[src/rtl/legv8_pkg.sv]
// Shared LEGv8 write-back constants.
// Used by the register file and its read ports.
package legv8_pkg;
  localparam int DATA_W    = 64;
  localparam int REG_IDX_W = 5;
  localparam int XZR_IDX   = 31;
  localparam int INSTR_W   = 32;
endpackage

[src/rtl/regfile_bypass_rd.sv]
// One combinational register-file read port.
// XZR reads zero; a committing write is bypassed to the reader.
module regfile_bypass_rd
  import legv8_pkg::*;
#(
  parameter int DW = 64,
  parameter int NR = 32
) (
  input  logic [REG_IDX_W-1:0] i_idx,
  input  logic                 i_wr_en,
  input  logic [REG_IDX_W-1:0] i_wr_idx,
  input  logic [DW-1:0]        i_wr_data,
  input  logic [DW-1:0]        i_regs [NR],
  output logic [DW-1:0]        o_data
);

  logic w_is_xzr;
  logic w_hit;

  assign w_is_xzr = (i_idx == REG_IDX_W'(XZR_IDX));
  assign w_hit    = i_wr_en && (i_idx == i_wr_idx);

  always_comb begin
    o_data = i_regs[i_idx];
    if (w_is_xzr)
      o_data = '0;
    else if (w_hit)
      o_data = i_wr_data;
  end

endmodule

[src/rtl/wb_regfile.sv]
// MEM/WB write-back and 32 x 64-bit LEGv8 register file.
// Two bypassed read ports, commit counter and last-write record.
module wb_regfile
  import legv8_pkg::*;
#(
  parameter int DATA_W = legv8_pkg::DATA_W,
  parameter int NREGS  = 32,
  parameter int CNT_W  = 32
) (
  input  logic                            clock,
  input  logic                            reset_n,
  input  logic [DATA_W-1:0]               Read_data,
  input  logic [DATA_W-1:0]               Alu_result,
  input  logic [legv8_pkg::REG_IDX_W-1:0] Write_reg,
  input  logic                            RegWrite,
  input  logic                            MemtoReg,
  input  logic [legv8_pkg::INSTR_W-1:0]   Instruction_mem_wb,
  input  logic [legv8_pkg::REG_IDX_W-1:0] read_reg1,
  input  logic [legv8_pkg::REG_IDX_W-1:0] read_reg2,
  output logic [DATA_W-1:0]               read_data1,
  output logic [DATA_W-1:0]               read_data2,
  output logic [DATA_W-1:0]               wb_data,
  output logic                            wb_commit,
  output logic [CNT_W-1:0]                commit_count,
  output logic [legv8_pkg::REG_IDX_W-1:0] last_wr_reg,
  output logic [legv8_pkg::INSTR_W-1:0]   last_instr
);

  logic [DATA_W-1:0]    r_regs [NREGS];
  logic [CNT_W-1:0]     r_count;
  logic [REG_IDX_W-1:0] r_last_reg;
  logic [INSTR_W-1:0]   r_last_instr;
  logic [DATA_W-1:0]    w_wb_data;
  logic                 w_commit;

  assign w_wb_data = MemtoReg ? Read_data : Alu_result;
  assign w_commit  = RegWrite &&
                     (Write_reg != REG_IDX_W'(XZR_IDX));

  // Entry XZR exists only to keep indexing in range; never written.
  always_ff @(posedge clock or negedge reset_n) begin
    if (!reset_n) begin
      for (int i = 0; i < NREGS; i++)
        r_regs[i] <= '0;
      r_count      <= '0;
      r_last_reg   <= '0;
      r_last_instr <= '0;
    end else if (w_commit) begin
      r_regs[Write_reg] <= w_wb_data;
      r_count           <= r_count + CNT_W'(1);
      r_last_reg        <= Write_reg;
      r_last_instr      <= Instruction_mem_wb;
    end
  end

  regfile_bypass_rd #(
    .DW (DATA_W),
    .NR (NREGS)
  ) u_rd1 (
    .i_idx     (read_reg1),
    .i_wr_en   (w_commit),
    .i_wr_idx  (Write_reg),
    .i_wr_data (w_wb_data),
    .i_regs    (r_regs),
    .o_data    (read_data1)
  );

  regfile_bypass_rd #(
    .DW (DATA_W),
    .NR (NREGS)
  ) u_rd2 (
    .i_idx     (read_reg2),
    .i_wr_en   (w_commit),
    .i_wr_idx  (Write_reg),
    .i_wr_data (w_wb_data),
    .i_regs    (r_regs),
    .o_data    (read_data2)
  );

  assign wb_data      = w_wb_data;
  assign wb_commit    = w_commit;
  assign commit_count = r_count;
  assign last_wr_reg  = r_last_reg;
  assign last_instr   = r_last_instr;

endmodule
[config.mk]
export PLATFORM = sky130hd
export DESIGN_NAME = wb_regfile
export DESIGN_NICKNAME = d
export VERILOG_FILES = /design/src/rtl/legv8_pkg.sv /design/src/rtl/regfile_bypass_rd.sv /design/src/rtl/wb_regfile.sv
export SDC_FILE = /design/constraint.sdc
export NUM_CORES = 2
export LEC_CHECK = 0
export BUFFER_PORTS_ARGS = -buffer_cell sky130_fd_sc_hd__buf_2
export CAP_MARGIN = 5
export CORE_ASPECT_RATIO = 0.5
export CORE_MARGIN = 8
export CORE_UTILIZATION = 40
export CTS_BUF_LIST = sky130_fd_sc_hd__clkbuf_16
export CTS_CLUSTER_DIAMETER = 200
export CTS_CLUSTER_SIZE = 30
export DETAILED_ROUTE_END_ITERATION = 8
export SYNTH_ARGS = -nofsm -noshare
export SYNTH_HDL_FRONTEND = slang
export SYNTH_HIERARCHICAL = 1
export SYNTH_SLANG_ARGS = --single-unit
export TNS_END_PERCENT = 5
[constraint.sdc]
create_clock -name clock -period 3.03 [get_ports clock]
set_clock_uncertainty 0.2 [all_clocks]
set_input_delay 0.1515 -clock clock [delete_from_list [all_inputs] [get_ports clock]]
set_output_delay 0.1515 -clock clock [all_outputs]
set_load 0.01 [all_outputs]
# ---- Word-level counts from Yosys, hierarchy flattened
# Cells that the tools add are included.
dict set report totals {
  register_bits 2117
  latch_bits 0
  ramBits 0
  rom_bits 0
  inputBits 179
  output_inout_bits 262
  wordCells 66
  memories 0
}
dict set report classes {
  add_sub_neg 1
  n_mul 0
  div 0
  magnitude_cmp 4
  n_eq_ne 5
  shift 0
  n_mux 14
  bitwise 3
  reduce_logical 4
}
# operator n
set ops {}
lappend ops {{2048-bit bitwise mux} 1}
lappend ops {{64-bit binary-select mux with 5-bit select} 2}
lappend ops {{64-bit 2-to-1 mux} 10}
lappend ops {{64-bit demux with 5-bit select} 1}
lappend ops {{32-bit by 1-bit adder with 32-bit output (second input constant)} 1}
lappend ops {{6-bit greater-or-equal comparator (second input constant)} 3}
lappend ops {{5-bit NOT with 6-bit output} 3}
lappend ops {{5-bit == test} 2}
lappend ops {{5-bit == test (second input constant)} 2}
lappend ops {{6-bit by 1-bit < comparator with 1-bit output (second input constant)} 1}
lappend ops {{5-bit inequality test (second input constant)} 1}
lappend ops {{1-bit logical AND} 4}

# ---- Logic depth before layout (Yosys ltp)
dict set report logic_depth {
  ltp_word 6
  mapped_depth 11
  depth_no_buf 7
}

# ---- Cells and area by module
# The synthesis kept the hierarchy.
# mod instances cells_each area_each_um2 seq_area_each_um2
set by_module_without_submodules {}
lappend by_module_without_submodules {wb_regfile 1 7184 75472.4 52975.8}
lappend by_module_without_submodules {regfile_bypass_rd 2 1242 16741.1 0.0}

# ---- Worst setup path before layout
# OpenSTA, ideal clock, no wires.
dict set report synth_path {
  path_kind {input to output}
  from {input port Write_reg[3] (netlist name)}
  to {output port read_data1[0]}
  arrival_time_ps 2327
  required_ps 2678
  setup_slack_ps 352
  path_stages 11
  n_path_buf 5
  path_cell_list {buf_2 nand3_2 o21ai_1 inv_1 buf_2 buf_1 and2_1 nand2_1 clkbuf_1 clkbuf_1 o2111a_1}
}
dict set report synth_between {
  elab_chain_len 5
  word_cells_on_any_way 6
  classes_between {2 x eq/ne; 2 x mux; 2 x reduce/logical}
}
# element line
set synth_lines {}
lappend synth_lines {{from (decl)} wb_regfile.sv:14} ;# input logic [legv8_pkg::REG_IDX_W-1:0] Write_reg,
lappend synth_lines {{5-bit inequality test} wb_regfile.sv:38} ;# (Write_reg != REG_IDX_W'(XZR_IDX));
lappend synth_lines {{1-bit logical AND} wb_regfile.sv:37} ;# assign w_commit = RegWrite &&
lappend synth_lines {{net wb_commit} wb_regfile.sv:23} ;# output logic wb_commit,
lappend synth_lines {{1-bit logical AND} regfile_bypass_rd.sv:21} ;# assign w_hit = i_wr_en && (i_idx == i_wr_idx);
lappend synth_lines {{64-bit 2-to-1 mux} regfile_bypass_rd.sv:27} ;# else if (w_hit)
lappend synth_lines {{64-bit 2-to-1 mux} regfile_bypass_rd.sv:25} ;# if (w_is_xzr)
lappend synth_lines {{to (decl)} wb_regfile.sv:20} ;# output logic [DATA_W-1:0] read_data1,
# The timed path passes the listed nets, and every way through them passes these cells.

# ---- Worst setup path in the final report
dict set report layout_path {
  from {register r_regs[1673] (netlist name)}
  to {output port read_data1[9]}
}
dict set report layout_between {
  elab_chain_len 5
}
# element line
set layout_lines {}
lappend layout_lines {{from (decl)} wb_regfile.sv:29} ;# logic [DATA_W-1:0] r_regs [NREGS];
lappend layout_lines {{from (signal, indexed assignment)} wb_regfile.sv:49} ;# r_regs[Write_reg] <= w_wb_data;
lappend layout_lines {{64-bit binary-select mux with 5-bit select} regfile_bypass_rd.sv:24} ;# o_data = i_regs[i_idx];
lappend layout_lines {{64-bit 2-to-1 mux (implied by the code) (2 in series)} regfile_bypass_rd.sv:24}
lappend layout_lines {{64-bit 2-to-1 mux} regfile_bypass_rd.sv:27}
lappend layout_lines {{64-bit 2-to-1 mux} regfile_bypass_rd.sv:25}
# No other way between the ends. The select of a mux whose other input is x is not followed.

==> summary.txt <==
Outcome: finished, violations left
Failing checks: negative setup slack
Die Ht: 385.0 µm
Fin crit period: 3053 ps
Initial antenna violation count: 9
Deepest clock path buffer count: 3
Fill cell count: 24640
Detailed placement HPWL: 236000 µm
Top reg by flops: r_regs
Lkg Pwr: 51.70 nW
Clock latency on the worst-skew pair: 750 ps
Worst-Margin Slew: 1105 ps
RR Startpoint: commit_count[0]
Total CTS buffers: 80
Number of global-route vias before repair: 81750
Worst Hold Class: primary input to register
Hold Fails Final Rpt: 0
Final slew viol count: 0
Crit Reg-Reg Endpoint: commit_count[28]
Final wirelength: 382800 µm
Average cell area after synthesis: 11.27 µm²
Cell Area, Synth: 0.1090 mm²
Syn-to-layout area delta: 12.21%
Share of the synthesized area in the top cell type: 48.62%
Initial core utilization: 40.24%
Reg clk slew, reported paths: 120 ps
Hold Path Stages: 5
Setup violators final: 4
Hold wc startpoint: RegWrite
Violation count after the first detailed-route iteration: 9157
Final worst-path cycle share: 100.8%
Synth Warn #: 6
First-pass GRT wire length: 563500 µm
WP data arrival: 2700 ps
EDFF count, synth: 0
Dpl ws: -77.86 ps
Crit. End Element: primary output
CTS tree: done
RSZ-0062 raised after global routing: yes
Num rows: 135
Top cells by area, synth: dfrtp_1, mux4_2, a21oi_1
CP required: 2680 ps
Core area: 0.2708 mm²
Largest net degree at the start of global routing: 104
Placer Congestion: 0.8258
Critical-path top delay cell: o21ai_0
Final Instance Count excl. Fillers: 13470
Vias per cell: 6.098
F_max: 0.3275 GHz
Per-cell routed wire length: 28.42 µm
Post-synthesis sequential area ratio: 48.62%
Final TNS setup: -36.12 ps
Max Cap Viol: 0
Worst setup SP type: register
Clk sinks: 2117
Setup WS post-layout: -23.35 ps
Total iterations of the first detailed-routing run: 6
Worst ir drop on vdd: 0.0004581 V
# port buffers: 440
Syn Nets: 9848
Cell taking the most area after synthesis: dfrtp_1
I/O pin cnt: 441
Htree depth: 3
Slew HR: 26.30%
FF+latch count, synth: 2117
Drt drc: 0
Grt total ovfl: 0
Layout cells sized above 1: 23.88%
Total power: 0.07327 W
Vias: 82150
Depth of the most critical reg-to-reg path: 6
Post-Syn Instances: 9668
Primary FF master, synth: dfrtp_1
FF-to-FF setup slack: 820 ps
CP Max Fanout: 3
Antenna viol nets, final: 0
Clk root buf: clkbuf_16
Crit path cell chain: mux4_2 -> o22ai_1 -> buf_4 -> o21ai_0 -> o2111a_1 -> buf_2
DIE AREA: 0.2904 mm²
CP Class: register to primary output
Critical path's largest stage delay: 630 ps
Worst Hold Endpoint: r_regs[1992]
Cell variety after synth: 52
Largest register FFs: 2048
Placed Instances: 13180
Register Area: 0.05298 mm²
Total Routing Usage GR: 25.87%
Final Net Count: 10010
Multi-input logic area: 0.05160 mm²
P per Cell Area: 599.3 mW/mm²
Die X-Extent: 754.1 µm
Source of the critical timing path: r_regs[1673]
Asr flop ratio synth: 100.0%
cell type report:
cell class	instances	area share (%)
sequential	2117	43.33
clock buffer	80	1.637
tap	3630	3.715
multi-input combinational	6387	42.21
timing repair buffer	1177	8.795
clock inverter	6	0.08187
antenna	5	0.01023
inverter	71	0.2262
worst max path at each step:
stage,end,slack (ps),cells after the start
4_1_cts,read_data1[56],-40,6
3_3_place_gp,read_data2[20],-70,8
3_5_place_dp,read_data2[9],-80,8
5_1_grt,read_data1[56],-70,6
2_1_floorplan,read_data1[0],350,11
6_report,read_data1[9],-20,6
layout by cell type (no fill, tap or decap), types with 16 or more instances in the layout:
| master | n |
|---|---|
| mux2i_2 | 57 |
| nand2_1 | 1023 |
| nand4_1 | 16 |
| buf_12 | 193 |
| xor2_1 | 21 |
| o2111a_1 | 126 |
| o22ai_1 | 251 |
| nor2_1 | 1231 |
| mux2_2 | 129 |
| dlygate4sd3_1 | 202 |
| a21oi_1 | 1219 |
| o21ai_0 | 890 |
| mux4_2 | 1020 |
| buf_2 | 430 |
| buf_4 | 342 |
| nand2_4 | 18 |
| mux2i_1 | 256 |
| dfrtp_1 | 2117 |
| inv_1 | 68 |
| xnor2_1 | 20 |
| clkbuf_16 | 80 |
worst max-delay path: cells and delay by family (launching register included):
kind,cells,cell delay [ps]
AO/OA/AOI/OAI,3,1000
multiplexers,1,250
flip-flops,1,400
buffers and inverters,2,280
cell families after synthesis:
kind of cell | count (synthesis) | synth area share, %
AOI/OAI and AO/OA | 2508 | 12.59
xor gates and xnor gates | 41 | 0.3296
adders and majority gates | 1 | 0.01148
buffers and inverters | 1164 | 4.678
DFF | 2117 | 48.62
muxes | 1472 | 25.39
and+or+nand+nor | 2365 | 8.387
report_power, final:
| part | total [W] | leakage [nW] | internal [W] | switching, W |
|---|---|---|---|---|
| clock network | 0.0140 | 1.03 | 0.00488 | 0.00914 |
| logic | 0.0203 | 24.4 | 0.0109 | 0.00947 |
| registers | 0.0389 | 26.3 | 0.0343 | 0.00462 |
synth_stat cells, drive strengths merged (6+ instances only):
master / instances
dfrtp: 2117
nor2: 1246
a21oi: 1221
nand2: 1041
mux4: 1020
o21ai: 895
clkbuf: 651
buf: 442
mux2i: 322
o22ai: 252
mux2: 130
o2111a: 126
inv: 69
xor2: 21
xnor2: 20
nand4: 17
nor3: 12
nand3: 10
and2: 6
through the flow:
stage,area (µm²),util (%),hold slack (ps)
after floorplan,109000,-,-344.1
after global placement,118000,43.59,1.084
after detailed placement,118000,43.59,-2.592
after CTS,122200,45.14,36.73
after global routing,122300,45.15,92.87
final,122300,45.15,90.38
layer usage:
layer  GRT usage (%)  wire length [µm]  up-vias
met1           35.60            156500    42410
met3           4.859             34060      785
met4           10.22             17460        2
met5               0                20        -
met2           40.74            174800     3833
li1                -                 -    35120
timing repair:
action | CTS | global route
gates resized for setup | 15 | 6
setup buffers | 1 | 0
setup endpoints to repair | 7 | 7
pin swaps | 3 | 0
endpoints found under the hold margin | 3953 | 0
hold buffers | 203 | 0
No activity file was read; power rests on OpenSTA's default activity.
